--- src/rtl/serial_adder_pkg.sv ---
// Shared types and helpers for the digit-serial adder.
// Used by serial_adder; the subtract option is enabled by SERIAL_ADDER_SUB_EN.
package serial_adder_pkg;

  typedef enum logic [1:0] {
    IDLE = 2'd0,
    RUN  = 2'd1,
    DONE = 2'd2
  } state_t;

  // Digit counter width: clog2(width/digit), never narrower than one bit.
  function automatic int cnt_width(input int width, input int digit);
    int w;
    w = $clog2(width / digit);
    if (w < 1) w = 1;
    return w;
  endfunction

endpackage

--- src/rtl/serial_adder_slice.sv ---
// Combinational DIGIT-bit ripple of full adders, reused every cycle by serial_adder.
// ctop is the carry into the top bit, needed for signed overflow detection.
module adder_slice #(
  parameter int DIGIT = 1
) (
  input  logic [DIGIT-1:0] x,
  input  logic [DIGIT-1:0] y,
  input  logic             cin,
  output logic [DIGIT-1:0] s,
  output logic             cout,
  output logic             ctop
);

  logic [DIGIT:0] c;

  always_comb begin
    c    = '0;
    s    = '0;
    c[0] = cin;
    for (int i = 0; i < DIGIT; i++) begin
      s[i]   = x[i] ^ y[i] ^ c[i];
      c[i+1] = (x[i] & y[i]) | (c[i] & (x[i] ^ y[i]));
    end
  end

  assign cout = c[DIGIT];
  assign ctop = c[DIGIT-1];

endmodule

--- src/rtl/serial_adder.sv ---
// Digit-serial adder: WIDTH-bit a + b + ci, DIGIT bits per clock, start/busy/done handshake.
// Define SERIAL_ADDER_SUB_EN to add the sub port (a - b when sub=1 at accept).
module serial_adder
  import serial_adder_pkg::*;
#(
  parameter int WIDTH = 8,
  parameter int DIGIT = 1
) (
  input  logic             clk,
  input  logic             reset,
  input  logic             start,
  input  logic [WIDTH-1:0] a,
  input  logic [WIDTH-1:0] b,
  input  logic             ci,
`ifdef SERIAL_ADDER_SUB_EN
  input  logic             sub,
`endif
  output logic [WIDTH-1:0] sum,
  output logic             co,
  output logic             ovf,
  output logic             busy,
  output logic             done
);

  localparam int N  = WIDTH / DIGIT;
  localparam int CW = cnt_width(WIDTH, DIGIT);
  localparam logic [CW-1:0] LAST = CW'(N - 1);

  state_t           state;
  state_t           state_nx;
  logic [CW-1:0]    cnt;
  logic [WIDTH-1:0] areg;
  logic [WIDTH-1:0] breg;
  logic [WIDTH-1:0] psum;
  logic [WIDTH-1:0] psum_nx;
  logic             carry;
  logic             accept;
  logic             last;
  logic [DIGIT-1:0] sdig;
  logic             cdig;
  logic             ctop;
  logic [WIDTH-1:0] b_in;
  logic             c_in;

`ifdef SERIAL_ADDER_SUB_EN
  // Subtraction is a + ~b + 1, so the operand is inverted and the carry forced.
  assign b_in = sub ? ~b : b;
  assign c_in = sub ? 1'b1 : ci;
`else
  assign b_in = b;
  assign c_in = ci;
`endif

  adder_slice #(.DIGIT(DIGIT)) u_slice (
    .x    (areg[DIGIT-1:0]),
    .y    (breg[DIGIT-1:0]),
    .cin  (carry),
    .s    (sdig),
    .cout (cdig),
    .ctop (ctop)
  );

  // Result digits enter at the MSB end so the sum is aligned after N shifts.
  assign psum_nx = WIDTH'({sdig, psum} >> DIGIT);

  always_ff @(posedge clk or posedge reset) begin
    if (reset) state <= IDLE;
    else       state <= state_nx;
  end

  always_comb begin
    state_nx = state;
    accept   = 1'b0;
    last     = 1'b0;
    case (state)
      IDLE, DONE: begin
        if (start) begin
          accept   = 1'b1;
          state_nx = RUN;
        end else begin
          state_nx = IDLE;
        end
      end
      RUN: begin
        if (cnt == LAST) begin
          last     = 1'b1;
          state_nx = DONE;
        end
      end
      default: state_nx = IDLE;
    endcase
  end

  always_ff @(posedge clk or posedge reset) begin
    if (reset) begin
      cnt   <= '0;
      areg  <= '0;
      breg  <= '0;
      carry <= 1'b0;
      psum  <= '0;
      sum   <= '0;
      co    <= 1'b0;
      ovf   <= 1'b0;
    end else if (accept) begin
      cnt   <= '0;
      areg  <= a;
      breg  <= b_in;
      carry <= c_in;
      psum  <= '0;
    end else if (state == RUN) begin
      cnt   <= cnt + 1'b1;
      areg  <= areg >> DIGIT;
      breg  <= breg >> DIGIT;
      carry <= cdig;
      psum  <= psum_nx;
      if (last) begin
        sum <= psum_nx;
        co  <= cdig;
        ovf <= ctop ^ cdig;
      end
    end
  end

  assign busy = (state == RUN);
  assign done = (state == DONE);

endmodule
--- config.mk ---
export PLATFORM = sky130hd
export DESIGN_NAME = serial_adder
export DESIGN_NICKNAME = d
export VERILOG_FILES = /design/src/rtl/serial_adder_pkg.sv /design/src/rtl/serial_adder_slice.sv /design/src/rtl/serial_adder.sv
export SDC_FILE = /design/constraint.sdc
export NUM_CORES = 1
export LEC_CHECK = 0
export ABC_CLOCK_PERIOD_IN_PS = 4100
export BUFFER_PORTS_ARGS = -buffer_cell sky130_fd_sc_hd__buf_4
export CELL_PAD_IN_SITES_DETAIL_PLACEMENT = 0
export CELL_PAD_IN_SITES_GLOBAL_PLACEMENT = 1
export CORE_ASPECT_RATIO = 1.4
export CORE_UTILIZATION = 47
export DETAILED_ROUTE_END_ITERATION = 8
export MAX_ROUTING_LAYER = met4
export PLACE_DENSITY = 0.92
export SYNTH_ARGS = -nofsm -noshare
export SYNTH_HDL_FRONTEND = slang
export SYNTH_SLANG_ARGS = --single-unit
--- constraint.sdc ---
create_clock -name clk -period 4.1 [get_ports clk]
set_input_delay 0.205 -clock clk [delete_from_list [all_inputs] [get_ports clk]]
set_output_delay 0.205 -clock clk [all_outputs]
set_load 0.01 [all_outputs]
==> Word level (Yosys, flattened, before mapping) <==
Index checks and enable logic that the tools add are counted.
{ "totals": {"reg_bits": 40, "output_inout_bits": 12, "word_cells": 42} }
{ "classes": {"add_sub_neg": 1, "eq_ne": 4, "mux": 17, "bitwise": 7, "n_reduce_logical": 4} }
{ "op_table": {"columns": ["cell", "count"], "rows": [
  ["2-to-1 mux 8 bit", 6],
  ["2-to-1 mux 1 bit", 7],
  ["2-to-1 mux 3 bit", 2],
  ["one-hot mux 2 bit (2 select lines)", 1],
  ["adder 3 x 1 -> 3 bit, second input constant", 1],
  ["== test 3 bit, second input constant", 1],
  ["AND reduction 3 bit", 1],
  ["XOR 1 bit", 3],
  ["bitwise AND 1 bit", 2],
  ["== test 2 x 1 -> 1 bit, second input constant", 1],
  ["== test 2 bit, second input constant", 1],
  ["logical NOT 2 bit", 1],
  ["2-to-1 mux 2 bit", 1],
  ["!= test 2 x 1 -> 1 bit, second input constant", 1],
  ["nonzero test 2 bit", 1],
  ["OR reduction 2 bit", 1],
  ["inverter 1 bit", 1],
  ["OR 1 bit", 1]
]} }

==> Depth between registers and ports, before layout <==
{ "logic_depth": {"word_depth": 5, "ltp_mapped": 6, "depth_no_buf": 5} }

==> Cells and area by module <==
A second synthesis with hierarchy kept.
{ "unflattened": {"cells_unflattened": 177, "hier_area_um2": 2021.9} }
{ "modules_own_cells": {"columns": ["mod", "n_inst", "cells_each", "area_each_um2", "seq_area_each_um2"], "rows": [
  ["serial_adder", 1, 175, 1994.4, 975.9],
  ["adder_slice", 1, 2, 27.5, 0.0]
]} }

==> Worst setup path after synthesis <==
OpenSTA, ideal clock, no wires.
{ "synth_path": {"kind": "register to register", "start": "register cnt[0]", "end": "register sum[0]", "setup_ns": 0.125, "t_arrival_ns": 1.404, "required_ns": 3.975, "setup_slack_ns": 2.572, "path_stages_with_launch": 6, "path_buffers": 1, "period_less_slack_ns": 1.528, "cell_sequence": "dfrtp_1 > ha_1 > ha_1 > nand3b_1 > buf_2 > mux2_2"} }
{ "synth_between": {"elab_chain_len": 4} }
{ "synth_lines": {"columns": ["element", "line_no", "source"], "rows": [
  ["start, declared", "serial_adder.sv:31", "logic [CW-1:0] cnt;"],
  ["start signal, assigned", "serial_adder.sv:111", "cnt <= cnt + 1'b1;"],
  ["== test 3 bit", "serial_adder.sv:85", "if (cnt == LAST) begin"],
  ["2-to-1 mux 1 bit", "serial_adder.sv:85", null],
  ["2-to-1 mux 1 bit", "serial_adder.sv:75", "case (state)"],
  ["AND reduction 3 bit (no line)", null, null],
  ["end signal, assigned", "serial_adder.sv:117", "sum <= psum_nx;"],
  ["end, declared", "serial_adder.sv:18", "output logic [WIDTH-1:0] sum,"]
]} }
Every way passes these cells.
A chain may end at the register's enable or synchronous reset.

==> Final worst setup path <==
{ "layout_path": {"start": "register state[0]", "end": "output port busy"} }
{ "layout_between": {"elab_chain_len": 1} }
{ "layout_lines": {"columns": ["element", "line_no", "source"], "rows": [
  ["start, declared", "serial_adder.sv:29", "state_t state;"],
  ["start signal, assigned", "serial_adder.sv:68", "else state <= state_nx;"],
  ["== test 2 x 1 -> 1 bit", "serial_adder.sv:124", "assign busy = (state == RUN);"],
  ["end, declared", "serial_adder.sv:21", "output logic busy,"]
]} }
Every way passes these cells.

==> metrics.yaml <==
status:
  outcome: "finished clean"
timing:
  timing_max_transition_violations_final: 0
  slew_headroom: 0.272
  setup-tns-final_ns: 0
  tightestPinTransition_ns: 1.09
  report.final.setup_viol: 0
  skew_ns: 0.00807
  rsz0062_at_grt: "no"
  hold_slack_ns: 0.0342
  finalHoldViolations: 0
  final_min_period_over_clock_period: 0.572
  max_clock_freq_mhz: 427
  post-route-min-period_ns: 2.34
floorplan:
  chipWidth_um: 55.6
  die_h_um: 77.1
  std_cell_rows: 26
  placeable_core_area_um2: 3740
  initial_utilization: 0.506
  die_area_um2: 4290
  top_level_ports: 32
critical_path:
  cp_data_arrival_time_ns: 2.14
  regToRegSetupSlack_ns: 1.87
  worst_setup_path_end_kind: "output pin"
  crit_path_top_delay_cell: "sky130_fd_sc_hd__dfrtp_1"
  reg2regPathDepth: 2
  startpoint_type: "flip-flop"
  cp_max_fo: 42
  crit_path_cell_trace: "nand2b_1, inv_1, buf_4"
  worstReg2RegStart: "state[0]"
  critical-path-max-stage-delay_ns: 1.07
  cp_data_required_time_ns: 3.89
  crit_family: "flip-flops"
  setup.worst_path.class: "reg -> out"
  critical_path.n_buffers_inverters: 2
  regToRegEndpoint: "sum[7]"
cells_and_area:
  drive_above_1_share: 0.289
  diodes: 0
  post-route-cell-area_um2: 2240
  final_stage_net_count: 219
  flow.area_growth_from_synthesis_pct: 18.2
logic_synthesis:
  syn_area_um2: 1890
  synth_seq_area_share: 0.516
  post_synth_inst_count: 170
  post_synth.cell_area_avg_um2: 11.1
  synthArstFlopShare: 1.00
  synth_fp_nets: 193
  synth_seq_cells: 39
  synth_flop_cell: "sky130_fd_sc_hd__dfrtp_1"
  synth-warning-count: 0
  count_of_flip_flops_with_a_built_in_enable_after_synthesis: 0
  ys_types: 26
clock_network:
  cts_htree_levels: 2
  clkSinkCount: 39
  clk_pin_slew_worst_paths_ns: 0.08
  tritoncts.num_buffers: 5
  cts.hold.buffers_added: 0
  worst_case_clock_buffer_depth: 2
  clk_root_buffer_cell: "sky130_fd_sc_hd__clkbuf_8"
  tritoncts: "yes"
  post_cts_buffers: 0
  clock_latency_reported_for_the_late_side_of_the_worst_skew_pair_ns: 0.29
  ctsResizeCount: 0
detailed_routing:
  detail_route.wirelength.met1_um: 1480
  met3WireLength_um: 137
  drtPass1Iterations: 4
  vias_per_cell: 5.43
  routed_wirelength_um: 3420
  ant_nets: 0
  vias: 1298
  wl_met2_um: 1730
  drt-wirelength-per-cell_um: 14.3
  drcViolationCount: 0
  initialDrtViolationCount: 68
  top_layer: "met4"
global_routing:
  globalRouteTotalUtil: 0.178
  grt_first_pass_wirelength_um: 5700
  antenna_violations_before_repair: 0
  aggregate_global_routing_overflow: 0
  grt_pass1_vias: 1264
  maximum_number_of_pins_on_one_net_before_global_route_repair: 43
placement:
  gpl.final_weighted_congestion: 0.741
  postPlaceCellArea_um2: 2100
  placement.io_buffers: 31
  hpwlAfterDp_um: 2250
pwr:
  cellPowerDensity_nw_per_um2: 758
  power.ir.vdd_worst_v: 0.000464
  power.static_leakage_nw: 1.04
worst_hold_path:
  hold_path_class: "in -> async"
run:
  maxCapViolations: 0
-- layer usage --
metal / vias up / GRT usage
li1: 638 / -
met1: 627 / 0.203
met2: 27 / 0.290
met3: 6 / 0.0438
met4: 0 / 0.0850
met5: - / -
-- registers in the layout, summed over array words and instances, names as in the netlist --
register / flops
areg: 8
breg: 8
carry: 1
cnt: 3
co: 1
ovf: 1
psum: 7
state: 2
sum: 8
-- through the flow --
stage               instances  power (mW)  setup slack (ns)   util
floorplan                 170        1.16              2.57      -
global placement          231        1.29              1.98  0.562
detailed placement        231        1.33              1.86  0.562
CTS                       239        1.71              1.76  0.598
global route              239        1.82              1.58  0.598
finish                    239        1.69              1.76  0.598
-- worst max path at each step --
stage	start	end	slack, ns	depth (start not counted)
floorplan	cnt[0]	sum[0]	2.57	5
global placement	state[0]	sum[0]	1.98	2
CTS	state[0]	busy	1.76	3
global route	state[0]	busy	1.58	3
detailed placement	state[0]	sum[7]	1.86	2
finish	state[0]	busy	1.76	3
-- where the power goes --
part	switching [mW]	total, mW	internal (mW)
Clock	0.131	0.374	0.243
Combinational	0.247	0.581	0.334
Sequential	0.176	0.739	0.563
Total	0.554	1.69	1.14
-- kinds of logic after synthesis --
group,after synthesis,synth area share
multiplexers,27,0.154
AO/OA/AOI/OAI,44,0.136
buffers and inverters,22,0.0608
adder cells (fa/ha/maj),3,0.0238
XOR/XNOR,1,0.00463
AND/OR/NAND/NOR,34,0.104
flip-flops,39,0.516
-- cell type report --
class | instances | area, um^2
fill | 307 | 1510
sequential | 39 | 976
multi-input combinational | 109 | 801
timing repair buffer | 32 | 240
clock buffer | 6 | 72.6
clock inverter | 2 | 60.1
tap | 42 | 52.6
inverter | 9 | 33.8
-- tightest hold or removal path, delay by kind of cell --
kind | cells | cell delay [ns]
buf+inv | 3 | 0.56
-- placed cells by master, fill, tap and decap left out, drive strengths merged --
cell,Yosys,layout
mux2i,10,10
o22ai,6,6
inv,9,9
a21o,1,1
xnor2,1,1
nand2,9,9
nor2,1,1
buf,9,32
nand2b,9,9
a211oi,8,8
and2,1,1
dfrtp,39,39
and2b,7,7
a22o,2,2
a21oi,14,14
ha,2,2
o21ai,13,13
nand3,3,3
nor2b,2,2
nand3b,2,2
fa,1,1
mux2,17,17
clkbuf,4,6
bufinv,0,2
-- synthesized netlist by cell type, types with 3 or more instances --
library cell	n	share of area
sky130_fd_sc_hd__mux2_2	17	0.10
sky130_fd_sc_hd__inv_1	9	0.018
sky130_fd_sc_hd__buf_2	4	0.011
sky130_fd_sc_hd__nand2b_1	9	0.030
sky130_fd_sc_hd__a211oi_1	8	0.032
sky130_fd_sc_hd__and2b_1	7	0.028
sky130_fd_sc_hd__mux2i_1	10	0.053
sky130_fd_sc_hd__buf_4	3	0.012
sky130_fd_sc_hd__a21oi_1	14	0.037
sky130_fd_sc_hd__dfrtp_1	39	0.52
sky130_fd_sc_hd__o21ai_0	13	0.034
sky130_fd_sc_hd__clkbuf_1	3	0.0060
sky130_fd_sc_hd__o22ai_1	6	0.020
sky130_fd_sc_hd__nand2_1	9	0.018
sky130_fd_sc_hd__nand3_1	3	0.0079
Power figures use the tool's default switching activity.
